--- src/rtl/cache_coherence_ctrl.sv ---
// cache_coherence_ctrl: cache-side end of a two-cache directory coherence
// protocol. Direct-mapped cache of 1-bit blocks with INVALID/SHARED/EXCL
// lines, miss/upgrade requests to the directory and a write-back overlay
// that can interrupt either the idle or the requesting state.
module cache_coherence_ctrl #(
  parameter int ADDR_W = 4,
  parameter int IDX_W  = 2
) (
  input  logic              clk,
  input  logic              reset,
  input  logic [1:0]        proc_req,
  input  logic [ADDR_W-1:0] proc_addr,
  input  logic              proc_wdata,
  output logic              proc_rdata,
  output logic              proc_done,
  output logic [1:0]        cache_req,
  output logic [ADDR_W-1:0] blk_add,
  output logic              back_data,
  input  logic              inval,
  input  logic              write_back_req,
  input  logic [ADDR_W-1:0] blocknum,
  input  logic              blk_ok,
  input  logic              blk_data,
  output logic              wb_err
);

  localparam int NUM_LINES = 2 ** IDX_W;
  localparam int TAG_W     = ADDR_W - IDX_W;

  // Cache_reqstatus encoding seen by the directory
  localparam logic [1:0] CR_IDLE = 2'd0;
  localparam logic [1:0] CR_RREQ = 2'd1;
  localparam logic [1:0] CR_EXCL = 2'd2;
  localparam logic [1:0] CR_OK   = 2'd3;

  localparam logic [1:0] PR_READ  = 2'd1;
  localparam logic [1:0] PR_WRITE = 2'd2;

  typedef enum logic [1:0] {
    LS_INVALID = 2'd0,
    LS_SHARED  = 2'd1,
    LS_EXCL    = 2'd2
  } line_state_t;

  typedef enum logic [1:0] {
    S_IDLE = 2'd0,
    S_REQ  = 2'd1,
    S_WB   = 2'd2
  } fsm_state_t;

  fsm_state_t        state_q, state_d;
  fsm_state_t        ret_state_q, ret_state_d;
  line_state_t       lst_q [NUM_LINES];
  line_state_t       lst_d [NUM_LINES];
  logic [TAG_W-1:0]  tag_q [NUM_LINES];
  logic [TAG_W-1:0]  tag_d [NUM_LINES];
  logic              dat_q [NUM_LINES];
  logic              dat_d [NUM_LINES];
  logic [1:0]        cache_req_q, cache_req_d;
  logic [1:0]        saved_req_q, saved_req_d;
  logic [ADDR_W-1:0] blk_add_q, blk_add_d;
  logic [ADDR_W-1:0] wb_addr_q, wb_addr_d;
  logic              proc_done_q, proc_done_d;
  logic              proc_rdata_q, proc_rdata_d;
  logic              back_data_q, back_data_d;
  logic              wb_err_q, wb_err_d;

  // Index/tag views of the processor address, directory target, pending
  // request and the block currently being written back.
  logic [IDX_W-1:0] p_idx, b_idx, a_idx, w_idx;
  logic [TAG_W-1:0] p_tag, b_tag, a_tag, w_tag;
  logic             p_hit, p_excl, b_held, b_excl, w_excl;
  logic             wb_enter;
  logic             fill_now;

  assign p_idx = proc_addr[IDX_W-1:0];
  assign p_tag = proc_addr[ADDR_W-1:IDX_W];
  assign b_idx = blocknum[IDX_W-1:0];
  assign b_tag = blocknum[ADDR_W-1:IDX_W];
  assign a_idx = blk_add_q[IDX_W-1:0];
  assign a_tag = blk_add_q[ADDR_W-1:IDX_W];
  assign w_idx = wb_addr_q[IDX_W-1:0];
  assign w_tag = wb_addr_q[ADDR_W-1:IDX_W];

  assign p_hit  = (lst_q[p_idx] != LS_INVALID) && (tag_q[p_idx] == p_tag);
  assign p_excl = (lst_q[p_idx] == LS_EXCL)    && (tag_q[p_idx] == p_tag);
  assign b_held = (lst_q[b_idx] != LS_INVALID) && (tag_q[b_idx] == b_tag);
  assign b_excl = (lst_q[b_idx] == LS_EXCL)    && (tag_q[b_idx] == b_tag);
  assign w_excl = (lst_q[w_idx] == LS_EXCL)    && (tag_q[w_idx] == w_tag);

  // A fill takes precedence over a write-back request in REQ; the directory
  // never raises both in the same cycle, so this only avoids losing a fill.
  assign wb_enter = write_back_req && (cache_req_q != CR_OK) &&
                    ((state_q == S_IDLE) || ((state_q == S_REQ) && !blk_ok));

  // Next-state logic for the FSM, the line array and all registered outputs
  always_comb begin
    state_d      = state_q;
    ret_state_d  = ret_state_q;
    lst_d        = lst_q;
    tag_d        = tag_q;
    dat_d        = dat_q;
    cache_req_d  = cache_req_q;
    saved_req_d  = saved_req_q;
    blk_add_d    = blk_add_q;
    wb_addr_d    = wb_addr_q;
    proc_done_d  = 1'b0;
    proc_rdata_d = 1'b0;
    back_data_d  = back_data_q;
    wb_err_d     = wb_err_q;
    fill_now     = 1'b0;

    if (wb_enter) begin
      // Park the current request and present the block for one cycle
      saved_req_d = cache_req_q;
      ret_state_d = state_q;
      wb_addr_d   = blocknum;
      cache_req_d = CR_OK;
      back_data_d = b_excl ? dat_q[b_idx] : 1'b0;
      if (!b_excl) wb_err_d = 1'b1;
      state_d     = S_WB;
    end else begin
      case (state_q)
        S_IDLE: begin
          // The done pulse cycle still sees the held request; skip it
          if (!proc_done_q && (proc_req == PR_READ)) begin
            if (p_hit) begin
              proc_done_d  = 1'b1;
              proc_rdata_d = dat_q[p_idx];
            end else begin
              cache_req_d = CR_RREQ;
              blk_add_d   = proc_addr;
              state_d     = S_REQ;
            end
          end else if (!proc_done_q && (proc_req == PR_WRITE)) begin
            if (p_excl) begin
              dat_d[p_idx] = proc_wdata;
              proc_done_d  = 1'b1;
            end else begin
              cache_req_d = CR_EXCL;
              blk_add_d   = proc_addr;
              state_d     = S_REQ;
            end
          end
        end
        S_REQ: begin
          if (blk_ok) begin
            fill_now     = 1'b1;
            tag_d[a_idx] = a_tag;
            if (cache_req_q == CR_RREQ) begin
              // A plain read clears the directory's write list entirely
              for (int i = 0; i < NUM_LINES; i++) begin
                if (lst_q[i] == LS_EXCL) lst_d[i] = LS_SHARED;
              end
              dat_d[a_idx] = blk_data;
              lst_d[a_idx] = LS_SHARED;
              proc_rdata_d = blk_data;
            end else begin
              dat_d[a_idx] = proc_wdata;
              lst_d[a_idx] = LS_EXCL;
            end
            cache_req_d = CR_IDLE;
            proc_done_d = 1'b1;
            state_d     = S_IDLE;
          end
        end
        S_WB: begin
          if (w_excl) lst_d[w_idx] = LS_SHARED;
          cache_req_d = saved_req_q;
          back_data_d = 1'b0;
          state_d     = ret_state_q;
        end
        default: state_d = S_IDLE;
      endcase
    end

    // Invalidation applies in every state; a line being filled this edge
    // is the new owner of its slot and is left alone.
    if (inval && b_held && !(fill_now && (b_idx == a_idx))) begin
      lst_d[b_idx] = LS_INVALID;
    end
  end

  // State, line array and output registers
  always_ff @(posedge clk or posedge reset) begin
    if (reset) begin
      state_q      <= S_IDLE;
      ret_state_q  <= S_IDLE;
      cache_req_q  <= CR_IDLE;
      saved_req_q  <= CR_IDLE;
      blk_add_q    <= '0;
      wb_addr_q    <= '0;
      proc_done_q  <= 1'b0;
      proc_rdata_q <= 1'b0;
      back_data_q  <= 1'b0;
      wb_err_q     <= 1'b0;
      for (int i = 0; i < NUM_LINES; i++) begin
        lst_q[i] <= LS_INVALID;
        tag_q[i] <= '0;
        dat_q[i] <= 1'b0;
      end
    end else begin
      state_q      <= state_d;
      ret_state_q  <= ret_state_d;
      cache_req_q  <= cache_req_d;
      saved_req_q  <= saved_req_d;
      blk_add_q    <= blk_add_d;
      wb_addr_q    <= wb_addr_d;
      proc_done_q  <= proc_done_d;
      proc_rdata_q <= proc_rdata_d;
      back_data_q  <= back_data_d;
      wb_err_q     <= wb_err_d;
      for (int i = 0; i < NUM_LINES; i++) begin
        lst_q[i] <= lst_d[i];
        tag_q[i] <= tag_d[i];
        dat_q[i] <= dat_d[i];
      end
    end
  end

  assign proc_rdata = proc_rdata_q;
  assign proc_done  = proc_done_q;
  assign cache_req  = cache_req_q;
  assign blk_add    = blk_add_q;
  assign back_data  = back_data_q;
  assign wb_err     = wb_err_q;

endmodule

--- config.mk ---
export PLATFORM = sky130hd
export DESIGN_NAME = cache_coherence_ctrl
export DESIGN_NICKNAME = d
export VERILOG_FILES = /design/src/rtl/cache_coherence_ctrl.sv
export SDC_FILE = /design/constraint.sdc
export NUM_CORES = 1
export LEC_CHECK = 0
export CORE_MARGIN = 4
export CORE_UTILIZATION = 52
export DETAILED_ROUTE_END_ITERATION = 12
export PLACE_DENSITY = 0.77
export SYNTH_ARGS = -nofsm -noshare
export SYNTH_HDL_FRONTEND = slang
export SYNTH_SLANG_ARGS = --single-unit
--- constraint.sdc ---
create_clock -name clk -period 2.3 [get_ports clk]
set_clock_uncertainty 0.05 [all_clocks]
set_input_delay 0.345 -clock clk [delete_from_list [all_inputs] [get_ports clk]]
set_output_delay 0.345 -clock clk [all_outputs]
set_load 0.1 [all_outputs]
---- Yosys cells after proc, flatten, opt, wreduce, memory -nomap -nowiden ----
Cells that the tools add are included.
Widths: inputs -> output; s select.
cells by class
  add/sub/neg operators ................... 0
  shift-type cells ........................ 0
  bitwise gates (word level) .............. 17
  $mul .................................... 0
  equal/unequal tests ..................... 27
  order comparisons ....................... 8
  div/mod/pow operators ................... 0
  multiplexer cells ....................... 104
  reductions and logical operators ........ 34
operators with widths
  cell                number
  $mux 2              45
  $mux 8              5
  $mux 4              9
  $bmux 2 s2          6
  $mux 1              22
  $eq 2x2->1 const B  9
  $logic_and 1x1->1   17
  $pmux 8 s2          1
  $and 4x4->4         3
  $bwmux 4            3
  $demux 2 s2         3
  $ge 3x3->1 const B  4
  $lt 3x1->1 const B  4
  $not 2->3           4
  $not 4->4           3
  $or 4x4->4          3
  $pmux 2 s3          2
  $ne 2x2->1 const B  5
  $reduce_and 5->1    2
  $reduce_bool 2->1   5
  $and 8x8->8         1
  $bwmux 8            1
  $eq 2x2->1          4
  $not 8->8           1
  other kinds (19)    28
storage, ports and cells
  flip-flop bits (word level) ............. 40
  bits in latches ......................... 0
  word-level logic and storage cells ...... 212
  memories kept ........................... 0
  input bits .............................. 17
  bits in read-only memories .............. 0
  memory bits (writable) .................. 0
  output and inout bits ................... 10

---- Longest topological paths before layout ----
  depth in word-level cells ............... 13
  depth in mapped cells ................... 10
  mapped depth without buffers ............ 8

---- Least setup slack after synthesis ----
No wires, ideal clock.
  kind .................................... reg-to-reg
  start point ............................. register cache_req_q[1], in the netlist cache_req[1]
  end point ............................... register lst_q[5] in the netlist's numbering
  data required time ...................... 2.120 ns
  slack ................................... -0.172 ns
  arrival time ............................ 2.292 ns
  stages on the path, launching flop included .. 7
  path buffers ............................ 0
  clock period less this slack ............ 2.472 ns
  cell sequence ........................... dfrtp_1 > a21boi_0 > o21ai_1 > nand4_1 > or4_4 > a32oi_1 > nor2_1
RTL lines
  what                             RTL line  RTL
  from (decl)                      59        logic [1:0] cache_req_q, cache_req_d;
  from (signal assigned)           205       cache_req_q <= cache_req_d;
  to (signal, indexed assignment)  214       lst_q[i] <= lst_d[i];
  to (decl)                        53        line_state_t lst_q [NUM_LINES];

---- Final worst setup path ----
  start point ............................. register lst_q[4] in the netlist's numbering
  end point ............................... register blk_add_q[0], in the netlist blk_add[0]
between the ends
  cells in the longest elaborated chain, start to end .. 7
RTL lines
  what                                                              RTL line  RTL
  $bmux 2 s2 (*)                                                    85, 86
  $mux 2 (not written as such) (*) (2 in a row)                     85, 86
  $eq 2x2->1 / $reduce_bool 2->1 (equally long branches)            86, 85
  $logic_and 1x1->1 (on tied branches)                              86, 85
  $ne 2x1->1 (no source line) / $ne 2x2->1 (equally long branches)  n/a
  $reduce_and 5->1 (no source line) (*)                             n/a
  to (signal assigned)                                              207       blk_add_q <= blk_add_d;
  to (decl)                                                         61        logic [ADDR_W-1:0] blk_add_q, blk_add_d;
Mark *: on every way between the ends. The rest lies on a longest branch, timed or not. The select of a mux whose other input is x is not followed.
A chain may end at the register's enable or synchronous reset.

==> impl_metrics.ini <==
[synth]
yosys-top-cells-area = dfrtp_1 36%, mux4_2 8.1%, nand2_1 5.3%, a21oi_1 4.5%, mux2_2 4.1%
async_reset_ff_share_pct = 100
ys_seq_elements = 40
yosys.cell_count.top_type = dfrtp_1
synth_top_area_share_pct = 36.1
ys_warn_count = 0
synth_area_per_cell_um2 = 9.21
syn_area_mm2 = 0.00277
synth_cell_type_count = 56
synth_cells = 301
synthTopCellsByCount = 40 x dfrtp_1, 39 x nand2_1, 25 x a21oi_1
ys_seq_area_share_pct = 36.1
yosys.area.top_type = dfrtp_1
synth_nets = 321
synth_edf_count = 0
ys.flop_type = dfrtp_1

[timing]
tns_ns = 0
final.period_utilization_pct = 95.8
hold_viol = 0
report.final.slew_viol_count = 0
worst_pin_slew_ns = 0.536
fin_crit_ns = 2.20
worst_slew_margin_rel_pct = 64.2
max_freq_mhz = 454
setup_viol = 0
rsz0062_at_grt = true

[route]
wirelength_met1_um = 3420
highest_layer = met4
met3_length_um = 419
vias_per_cell = 5.97
wl_per_cell_um = 17.8
drt_pass1_iterations = 5
drc = 0
drtIter0Drc = 229
wl_met2_um = 3760
ant_nets = 0
drt_wl_total_um = 7760
num_vias = 2595

[power]
p_leak_uw = 0.00154
p_switching_uw = 2260
ir_drop_mv = 1.24
intPower_uw = 2640
p_comb_share_pct = 58.5
p_sw_share_pct = 46.1
p_clk_share_pct = 14.2
p_seq_share_pct = 27.3
power.density_mw_per_mm2 = 1390

[flow_run]
maxCapViolations = 0

[floorplan]
fp.dieW_um = 81.0
io_pins = 27
die-area_mm2 = 0.00656
fp.dieH_um = 81.0
start_util_pct = 53.9
core_mm2 = 0.00514
num_rows = 26

[finish]
syn_to_final_growth_pct = 27.4
fill_cells = 417
final_nets = 384
drive_gt1_share_pct = 28.5
antenna_cells = 0
fin_util_pct = 68.7
finalNonFillerCells = 435

[clock_tree]
cts_buffers = 5
clk_pin_slew_ns = 0.08
htree_levels = 2
clockBufferDepth = 2
cts_sinks = 40
cts-root-buf = clkbuf_8
cts_tree = yes
insertion_delay_ns = 0.29

[run_status]
status = finished clean

[placement]
dp_hpwl_um = 5900
place_inst = 426
gp_congestion = 0.958
portBuffers = 26

[min_path]
hp-class = primary input to async pin

[worst_setup_path]
critPathArrivalTime_ns = 2.33
path_class = register to register
crit_start = lst_q[4]
cp-end-kind = register
reg2reg_from = lst_q[4]
cp.required_ns = 2.43
worstSetupStartpointType = register
critPathMaxFanout = 4

[grt]
grt_pass1_vias = 2594
grt_max_degree = 41
antenna_found_initial = 0
grt_overflow = 0
grt_pass1_wl_um = 12600
grtUsageTotal_pct = 25.5
[critical path, cell delays in order, from the launching register on]
cell	delay, ns
dfrtp_1	0.44
mux4_2	0.53
mux2_4	0.33
nand3_2	0.08
nor3b_4	0.17
buf_4	0.17
mux2_4	0.30
[power by group through the flow]
stage	Clock, µW	Combinational, µW	Sequential (µW)
floorplan	0	1520	1650
global placement	0	2730	1300
detailed placement	0	2790	1330
CTS	694	2810	1320
global route	726	3070	1380
finish	694	2860	1340
[logic make-up after synthesis]
group	after synthesis	synth area share [%]
DFF	40	36.1
adders and majority gates	3	1.35
AOI/OAI and AO/OA	81	18.4
buffers and inverters	32	4.79
and+or+nand+nor	106	19.6
muxes	33	17.8
xor gates and xnor gates	6	1.90
[what timing repair did]
item | in CTS | in global routing
gates resized for setup | 1 | 10
pin swaps | 0 | 3
setup buffers | 1 | 0
hold buffers | 0 | 0
setup endpoints to repair | 13 | 16
[final cells by class]
class / instances / area (µm²) / area share, %
Inverter: 15 / 56.3 / 1.59
Timing Repair Buffer: 73 / 588 / 16.6
Clock buffer: 6 / 72.6 / 2.05
Multi-Input combinational cell: 229 / 1660 / 47.1
Clock inverter: 2 / 60.1 / 1.70
Tap cell: 70 / 87.6 / 2.48
Sequential cell: 40 / 1000 / 28.4
[registers in the layout (all words and copies together) (netlist names), 4 cells and up]
| signal | cells |
|---|---|
| lst_q | 8 |
| wb_addr_q | 4 |
| tag_q | 8 |
| dat_q | 4 |
| blk_add | 4 |
[path summary, 6_finish.rpt]
check                      slack (ns)  cells past startpoint            to
setup / recovery                  0.1                      6    blk_add[0]
hold / removal                   0.42                      3      lst_q[6]
setup reg to reg                  0.1                      6    blk_add[0]
hold reg to reg                  0.43                      1        wb_err
max in group asynchronous        1.41                      3  cache_req[1]
min in group clk                 0.43                      1        wb_err
[routing by layer]
layer / vias to the layer above / global-route usage (%)
met5: - / 0
met4: 0 / 9.46
met3: 18 / 4.88
met2: 88 / 42.2
met1: 1269 / 33.1
li1: 1220 / -
[cell usage in the layout, fill, tap and decap left out, types with 5 or more instances in the layout]
cell type	count
mux2_4	5
buf_4	57
o21ai_0	18
nand3_1	6
nand2_1	39
mux4_2	10
nor2_1	16
inv_1	15
a21oi_1	25
mux2i_1	6
nor2b_1	10
dfrtp_1	37
clkdlybuf4s50_1	13
clkbuf_8	5
nor3_1	8
mux2_2	10
[stage by stage]
stage	total power (µW)	hold WS [ns]	cell area [µm²]	worst slack [ns]
2_1_floorplan	3160	0.399	2770	0.00332
3_3_place_gp	4030	0.398	3370	-0.531
3_5_place_dp	4120	0.408	3370	-0.567
4_1_cts	4820	0.426	3500	0.00343
5_1_grt	5170	0.440	3530	-0.00791
6_report	4890	0.420	3530	0.0971
Power figures use the tool's default switching activity.
